`config.mk`:
```
export PLATFORM = sky130hd
export DESIGN_NAME = cla32_seq_adder
export DESIGN_NICKNAME = d
export VERILOG_FILES = /design/src/rtl/cla32_seq_adder.sv
export SDC_FILE = /design/constraint.sdc
export NUM_CORES = 1
export LEC_CHECK = 0
export CAP_MARGIN = 20
export CELL_PAD_IN_SITES_DETAIL_PLACEMENT = 1
export CELL_PAD_IN_SITES_GLOBAL_PLACEMENT = 1
export CORE_AREA = 2 2 131 108
export CTS_CLUSTER_SIZE = 12
export DETAILED_ROUTE_END_ITERATION = 12
export DIE_AREA = 0 0 133 110
export PLACE_DENSITY_LB_ADDON = 0.1
export SLEW_MARGIN = 20
export SYNTH_ARGS = -nofsm -noshare
export SYNTH_HDL_FRONTEND = slang
export SYNTH_SLANG_ARGS = --single-unit
```
`constraint.sdc`:
```
create_clock -name clk -period 4.8 [get_ports clk]
set_input_delay 0.72 -clock clk [delete_from_list [all_inputs] [get_ports clk]]
set_output_delay 0.72 -clock clk [all_outputs]
set_load 0.02 [all_outputs]
```
`src/rtl/cla32_seq_adder.sv`:
```
`default_nettype none
// +------------------------------------------------------------------------+
// | Module      : CLA_16bit_withLCU, cla32_seq_adder                        |
// | Description : 32-bit add/subtract built around a single 16-bit         |
// |               carry-lookahead adder that is used twice per operation:  |
// |               low half first, then high half using the stored carry.   |
// | Ports (cla32_seq_adder):                                               |
// |   clk       in   1  clock, rising edge                                 |
// |   rst       in   1  asynchronous reset, active low                     |
// |   start     in   1  request pulse, accepted only when idle             |
// |   sub       in   1  0: in1+in2, 1: in1-in2                             |
// |   in1, in2  in  32  operands, captured on acceptance                   |
// |   busy      out  1  operation in progress                              |
// |   done      out  1  one-cycle pulse, result and flags valid            |
// |   result    out 32  sum / difference                                   |
// |   carry     out  1  carry out of bit 31 (sub: 1 = no borrow)           |
// |   overflow  out  1  signed two's-complement overflow                   |
// |   zero      out  1  result == 0                                        |
// | Revision    : 1.0  initial release                                     |
// +------------------------------------------------------------------------+

// 16-bit adder: four 4-bit lookahead groups joined by a lookahead carry unit.
module CLA_16bit_withLCU (
  input  logic [15:0] in1,
  input  logic [15:0] in2,
  input  logic        c_in,
  output logic [15:0] sum,
  output logic        c_out
);
  logic [15:0] w_g;
  logic [15:0] w_p;
  logic [15:0] w_c;
  logic [3:0]  w_gg;
  logic [3:0]  w_gp;
  logic [4:0]  w_gc;

  assign w_g = in1 & in2;
  assign w_p = in1 ^ in2;

  genvar gi;
  generate
    for (gi = 0; gi < 4; gi++) begin : g_grp
      localparam int c_lsb = 4 * gi;
      // Bit carries inside the group come straight from the group carry-in.
      assign w_c[c_lsb]   = w_gc[gi];
      assign w_c[c_lsb+1] = w_g[c_lsb] | (w_p[c_lsb] & w_gc[gi]);
      assign w_c[c_lsb+2] = w_g[c_lsb+1] | (w_p[c_lsb+1] & w_g[c_lsb])
                          | (w_p[c_lsb+1] & w_p[c_lsb] & w_gc[gi]);
      assign w_c[c_lsb+3] = w_g[c_lsb+2] | (w_p[c_lsb+2] & w_g[c_lsb+1])
                          | (w_p[c_lsb+2] & w_p[c_lsb+1] & w_g[c_lsb])
                          | (w_p[c_lsb+2] & w_p[c_lsb+1] & w_p[c_lsb] & w_gc[gi]);
      // Group generate / propagate feed the lookahead carry unit.
      assign w_gg[gi] = w_g[c_lsb+3] | (w_p[c_lsb+3] & w_g[c_lsb+2])
                      | (w_p[c_lsb+3] & w_p[c_lsb+2] & w_g[c_lsb+1])
                      | (w_p[c_lsb+3] & w_p[c_lsb+2] & w_p[c_lsb+1] & w_g[c_lsb]);
      assign w_gp[gi] = &w_p[c_lsb+3:c_lsb];
    end
  endgenerate

  // Lookahead carry unit: every group carry is flattened from c_in.
  assign w_gc[0] = c_in;
  assign w_gc[1] = w_gg[0] | (w_gp[0] & c_in);
  assign w_gc[2] = w_gg[1] | (w_gp[1] & w_gg[0]) | (w_gp[1] & w_gp[0] & c_in);
  assign w_gc[3] = w_gg[2] | (w_gp[2] & w_gg[1]) | (w_gp[2] & w_gp[1] & w_gg[0])
                 | (w_gp[2] & w_gp[1] & w_gp[0] & c_in);
  assign w_gc[4] = w_gg[3] | (w_gp[3] & w_gg[2]) | (w_gp[3] & w_gp[2] & w_gg[1])
                 | (w_gp[3] & w_gp[2] & w_gp[1] & w_gg[0])
                 | (w_gp[3] & w_gp[2] & w_gp[1] & w_gp[0] & c_in);

  assign sum   = w_p ^ w_c;
  assign c_out = w_gc[4];
endmodule

module cla32_seq_adder (
  input  logic        clk,
  input  logic        rst,
  input  logic        start,
  input  logic        sub,
  input  logic [31:0] in1,
  input  logic [31:0] in2,
  output logic        busy,
  output logic        done,
  output logic [31:0] result,
  output logic        carry,
  output logic        overflow,
  output logic        zero
);
  typedef enum logic [1:0] {
    IDLE = 2'd0,
    LOW  = 2'd1,
    HIGH = 2'd2,
    DONE = 2'd3
  } state_t;

  state_t      r_state;
  logic [31:0] r_op_a;
  logic [31:0] r_op_b;     // already inverted for subtraction
  logic        r_sub;
  logic        r_cin;      // carry from the low half into the high half
  logic        r_busy;
  logic        r_done;
  logic [31:0] r_result;
  logic        r_carry;
  logic        r_overflow;
  logic        r_zero;

  logic        w_in_high;
  logic [15:0] w_cla_a;
  logic [15:0] w_cla_b;
  logic        w_cla_cin;
  logic [15:0] w_sum;
  logic        w_cout;

  // The shared adder sees the high half only in HIGH; otherwise the low half.
  assign w_in_high = (r_state == HIGH);
  assign w_cla_a   = w_in_high ? r_op_a[31:16] : r_op_a[15:0];
  assign w_cla_b   = w_in_high ? r_op_b[31:16] : r_op_b[15:0];
  // Subtraction is A + ~B + 1, so the "+1" enters as the low-half carry-in.
  assign w_cla_cin = w_in_high ? r_cin : r_sub;

  CLA_16bit_withLCU u_cla (
    .in1   (w_cla_a),
    .in2   (w_cla_b),
    .c_in  (w_cla_cin),
    .sum   (w_sum),
    .c_out (w_cout)
  );

  always_ff @(posedge clk or negedge rst) begin
    if (!rst) begin
      r_state    <= IDLE;
      r_op_a     <= '0;
      r_op_b     <= '0;
      r_sub      <= 1'b0;
      r_cin      <= 1'b0;
      r_busy     <= 1'b0;
      r_done     <= 1'b0;
      r_result   <= '0;
      r_carry    <= 1'b0;
      r_overflow <= 1'b0;
      r_zero     <= 1'b0;
    end else begin
      case (r_state)
        IDLE: begin
          if (start) begin
            r_op_a  <= in1;
            r_op_b  <= sub ? ~in2 : in2;
            r_sub   <= sub;
            r_busy  <= 1'b1;
            r_state <= LOW;
          end
        end
        LOW: begin
          r_result[15:0] <= w_sum;
          r_cin          <= w_cout;
          r_state        <= HIGH;
        end
        HIGH: begin
          r_result[31:16] <= w_sum;
          r_carry         <= w_cout;
          r_overflow      <= (r_op_a[31] == r_op_b[31]) && (w_sum[15] != r_op_a[31]);
          r_zero          <= ({w_sum, r_result[15:0]} == 32'd0);
          r_busy          <= 1'b0;
          r_done          <= 1'b1;
          r_state         <= DONE;
        end
        DONE: begin
          r_done  <= 1'b0;
          r_state <= IDLE;
        end
        default: begin
          r_busy  <= 1'b0;
          r_done  <= 1'b0;
          r_state <= IDLE;
        end
      endcase
    end
  end

  assign busy     = r_busy;
  assign done     = r_done;
  assign result   = r_result;
  assign carry    = r_carry;
  assign overflow = r_overflow;
  assign zero     = r_zero;
endmodule
`default_nettype wire

```
# Yosys cells after proc, flatten, opt, wreduce, memory -nomap -nowiden
# Index checks and enable logic that the tools add are counted.
[totals]
ff_bits = 105
out_inout_bits = 37
wordCells = 160
in_bits = 68
[classes]
eq_ne = 6
n_bitwise = 122
reduce_logical = 11
mux = 9
[ops]
columns = ["cell", "n"]
rows = [
  ["1-bit AND", 72],
  ["1-bit bitwise OR", 46],
  ["32-bit zero test", 1],
  ["16-bit 2-to-1 mux", 2],
  ["32-bit 2-to-1 mux", 1],
  ["32-bit inverter", 1],
  ["16-bit bitwise XOR", 2],
  ["16-bit AND", 1],
  ["4-bit AND reduction", 4],
  ["2-bit case mux with 4 select lines", 1],
  ["2-bit == test (second input constant)", 2],
  ["1-bit case mux with 2 select lines", 2],
  ["2-bit AND reduction", 2],
  ["2-bit nonzero test", 2],
  ["2-bit by 1-bit == test with 1-bit output (second input constant)", 1],
  ["2-bit zero test", 1],
  ["1-bit 2-to-1 mux", 2],
  ["2-bit 2-to-1 mux", 1],
  ["2-bit inequality test (second input constant)", 1],
  ["1-bit == test", 1],
  ["1-bit logical AND", 1],
  ["1-bit inequality test", 1],
]

# Logic depth before layout (Yosys ltp)
[depth]
word_depth = 16
depth_mapped = 18
ltp_nobuf = 16

# By module
# From an unflattened synthesis, not the netlist that was laid out.
[hier_totals]
hier_cells = 452
hier_area_um2 = 5415.2
[by_module_without_submodules]
columns = ["mod", "area_each_um2", "cells_each", "n_inst", "seq_area_each_um2"]
rows = [
  ["cla32_seq_adder", 4677.0, 358, 1, 2627.5],
  ["CLA_16bit_withLCU", 738.2, 94, 1, 0.0],
]

# Least setup slack after synthesis
# No wires, ideal clock.
[synth_path]
path_kind = "reg2reg"
startpoint = "register r_state[0]"
endpoint = "register r_zero, in the netlist zero"
path_slack_ns = 0.322
path_buffers = 2
required_time_ns = 4.708
path_stages_with_launch = 17
arrival_ns = 4.387
setup_ns = 0.092
period_less_slack_ns = 4.478
cell_sequence = "dfrtp_1 > inv_1 > ha_1 > buf_6 > clkbuf_1 > mux2_2 > ha_1 > and2_1 > a41o_1 > or2_2 > fa_1 > xnor2_1 > or4bb_1 > or4_1 > nor2_1 > nand4bb_1 > o31ai_2"
[synth_via]
elab_chain_cells = 15
word_cells_on_any_way = 110
classes_between = "eq/ne (1); mux (3); bitwise (102); reduce/logical (4)"
[synth_rtl]
columns = ["element", "line", "source"]
rows = [
  ["start, declared", "95", "state_t r_state;"],
  ["start signal, assigned", "131", "r_state <= IDLE;"],
  ["start signal, assigned", "150", "r_state <= LOW;"],
  ["start signal, assigned", "156", "r_state <= HIGH;"],
  ["2-bit == test *", "115, 143", ""],
  ["16-bit 2-to-1 mux, on equally long branches", "116, 117", ""],
  ["16-bit bitwise XOR or 16-bit AND (tied branches)", "38, 37", ""],
  ["1-bit AND, on equally long branches", "53, 54, 55", ""],
  ["1-bit bitwise OR (tied with other cells)", "53", "assign w_gg[gi] = w_g[c_lsb+3] | (w_p[c_lsb+3] & w_g[c_lsb+2])"],
  ["1-bit bitwise OR or 1-bit AND (tied branches)", "54, 55", ""],
  ["1-bit bitwise OR", "55", "| (w_p[c_lsb+3] & w_p[c_lsb+2] & w_p[c_lsb+1] & w_g[c_lsb]);"],
  ["1-bit AND", "64", "assign w_gc[3] = w_gg[2] | (w_gp[2] & w_gg[1]) | (w_gp[2] & w_gp[1] & w_gg[0])"],
  ["1-bit bitwise OR (2 in series)", "64", ""],
  ["1-bit bitwise OR", "65", "| (w_gp[2] & w_gp[1] & w_gp[0] & c_in);"],
  ["1-bit AND, on equally long branches", "46, 48, 51", ""],
  ["1-bit bitwise OR, on equally long branches", "46, 48, 51", ""],
  ["16-bit bitwise XOR", "70", "assign sum = w_p ^ w_c;"],
  ["32-bit zero test", "162", "r_zero <= ({w_sum, r_result[15:0]} == 32'd0);"],
  ["end signal, assigned", "162", ""],
  ["end, declared", "105", "logic r_zero;"],
]
# Mark *: on every way between the ends. The rest lies on a longest branch, timed or not.
# A chain may end at the register's enable or synchronous reset.

# Worst setup path in the final report
# Ends and elaborated chain as after synthesis.

==> metrics.cfg <==
[die]
die_y_microns=110
core-area_sq_um=13300
start_util=0.405
ios=105
rows=38
die_w_microns=133
dieArea_sq_um=14600

[timing]
fin_crit_sh=0.950
tightest_slew_ps=910
rsz0062_at_grt=false
tns_ps=0
max_freq_mhz=219
relSlewSlack=0.393
setup_viol=0
finalCriticalPeriod_ps=4560
hold_viol=0
slew_viol_final=0
fin_skew_ps=5.70

[power]
clockPowerShare=0.131
power_frac_seq=0.268
p_sw_mw=2.55
power_frac_comb=0.601
p_per_area_nw_per_um2=874
vdd_ir_drop_max_uv=338
internal-power_mw=3.57
power.share.switching=0.417
leakage_nw=2.94
power_mw=6.12

[critical_path]
reg2reg_depth=15
crit_type=reg -> reg
max_stage_delay_ps=500
cp_max_fo=10
timing.rr.end=zero
start_kind=flop
r2r_slack_ps=240
cp.buffers_inverters=2
crit_chain=inv_1 > ha_4 > buf_4 > mux2_2 > ha_1 > and2_1 > a41o_1 > or2_2 > fa_1 > xnor2_1 > or4bb_1 > or4_1 > nor2_1 > nand4bb_1 > o31ai_2
critPathRequiredTime_ps=5060
reg2reg_from=r_state[0]
critPathTopFamily=simple AND/OR/NAND/NOR gates
cp-end-kind=flop
crit_slowest_cell=or4bb_1
worstPathArrival_ps=4820
crit_path_start=r_state[0]

[place]
numPortBuffers=104
dpl.hpwl_microns=9790
gp_congestion=0.815

[detailed_routing]
dr.first_iter.drc_count=102
drc_errors=0
wirelength_microns=12900
routed-via-count=3733
dr.pass1.iters=4
viasPerCell=4.97
ant_nets=0
avgRoutedWirePerCell_microns=17.2

[yosys]
synth_cell_type_count=47
synthFlopType=dfrtp_1
synth.most_common_cell=dfrtp_1
syn-mean-instance-area_sq_um=11.6
seq_area_frac_synth=0.489
synth_area_sq_um=5370
yosys-top-cells-area=dfrtp_1 (49%), mux2_2 (18%), xnor2_1 (6.7%)
netlist.area_leader.share=0.489
async_flop_share=1.00
synth_top_cell_by_area=dfrtp_1
netlist_instances=462
synth_edf_count=0
synth_commonest_cells=dfrtp_1 (105), mux2_2 (86), xnor2_1 (41)
ys_warn_count=0
synth-seq-cells=105
syn_nets=554

[layout]
area_growth_pct=30.3
drive_gt1_frac=0.228
fillers=1387
final_nets=658
diodes=0
multi_input_area_sq_um=2620
regArea_sq_um=2630
post-route-util=0.528

[clocking]
tritoncts.num_buffers=9
root_buffer=clkbuf_16
htree_levels=3
clkTransAtPathRegs_ps=70
cts_sinks=105
clk_latency_ps=350
cts_buffer_depth=2
cts_tree=built

[grt]
grt.overflow.total=0
track_usage=0.187
grt_max_degree=59
grt_pass1_wl_microns=21000
grt_pass1_vias=4036
antenna_found_initial=0

[run]
drv_cap=0

[status]
status=finished, final reports clean

[min_path]
hp-class=in -> async

## per-layer routing
metal  up-vias  track usage  part of all wire
met5         -            0                 0
met4         0       0.0323            0.0064
met3         6       0.0489             0.038
met2        60        0.343              0.51
met1      1857        0.227              0.44
li1       1810            -                 -
## cell type report
| type | count | share of cell area |
|---|---|---|
| Clock inverter | 6 | 0.0127 |
| Multi-Input combinational cell | 317 | 0.374 |
| Sequential cell | 105 | 0.375 |
| Clock buffer | 10 | 0.0341 |
| Inverter | 17 | 0.00912 |
| Tap cell | 180 | 0.0322 |
| Timing Repair Buffer | 116 | 0.162 |
## cell usage in the layout, fill, tap and decap left out, types with 2 or more instances in the layout
| cell | instances |
|---|---|
| nand4_1 | 3 |
| mux2_2 | 86 |
| bufinv_16 | 2 |
| nand2b_1 | 5 |
| mux2i_1 | 5 |
| dfrtp_1 | 105 |
| nor2_1 | 19 |
| clkinvlp_4 | 2 |
| clkdlybuf4s50_1 | 102 |
| clkbuf_16 | 9 |
| nor3_1 | 4 |
| and2_1 | 2 |
| fa_1 | 4 |
| ha_1 | 19 |
| inv_1 | 17 |
| o21ai_0 | 37 |
| a21oi_1 | 17 |
| xnor2_1 | 41 |
| nor4_1 | 2 |
| nand2_1 | 38 |
| buf_4 | 12 |
| or4_1 | 2 |
| o21a_1 | 2 |
## repair_timing
| item | 4_1_cts | 5_1_grt |
|---|---|---|
| setup endpoints to repair | 0 | 1 |
| setup buffers | 0 | 5 |
| gates resized for setup | 0 | 5 |
| hold buffers | 0 | 0 |
## per-stage QoR
stage	setup WS, ps	hold slack [ps]	cells	area, sq um
floorplan	322	424	462	5370
global placement	290	461	730	6610
detailed placement	110	474	730	6610
CTS	43.5	465	746	6930
global route	9.24	481	751	7000
finish	240	437	751	7000
## state kept, by name, summed over array words and instances, names as in the netlist
signal,count
r_sub,1
busy,1
r_op_b,32
r_op_a,32
zero,1
r_state,2
done,1
result,32
r_cin,1
overflow,1
carry,1
## worst max-delay path by stage
stage | endpoint | depth (start not counted)
2_1_floorplan | zero | 16
3_3_place_gp | zero | 15
3_5_place_dp | zero | 16
4_1_cts | zero | 16
5_1_grt | zero | 16
6_report | zero | 15
## cell families after synthesis
group / Yosys count / synth area share
adder cells (fa/ha/maj): 24 / 0.0615
multiplexers: 92 / 0.192
XOR/XNOR: 42 / 0.0685
AND/OR/NAND/NOR: 85 / 0.0736
flip-flops: 105 / 0.489
buffers and inverters: 40 / 0.0294
AO/OA/AOI/OAI: 74 / 0.0853
## power by group through the flow
stage	combinational, mW	clock, mW	sequential (mW)
after floorplan	2.26	0	1.73
after global placement	3.52	0	1.64
after detailed placement	3.60	0	1.66
after CTS	3.63	0.823	1.65
after global routing	4.05	0.856	1.70
final	3.68	0.801	1.64
No activity file was read; power rests on OpenSTA's default activity.
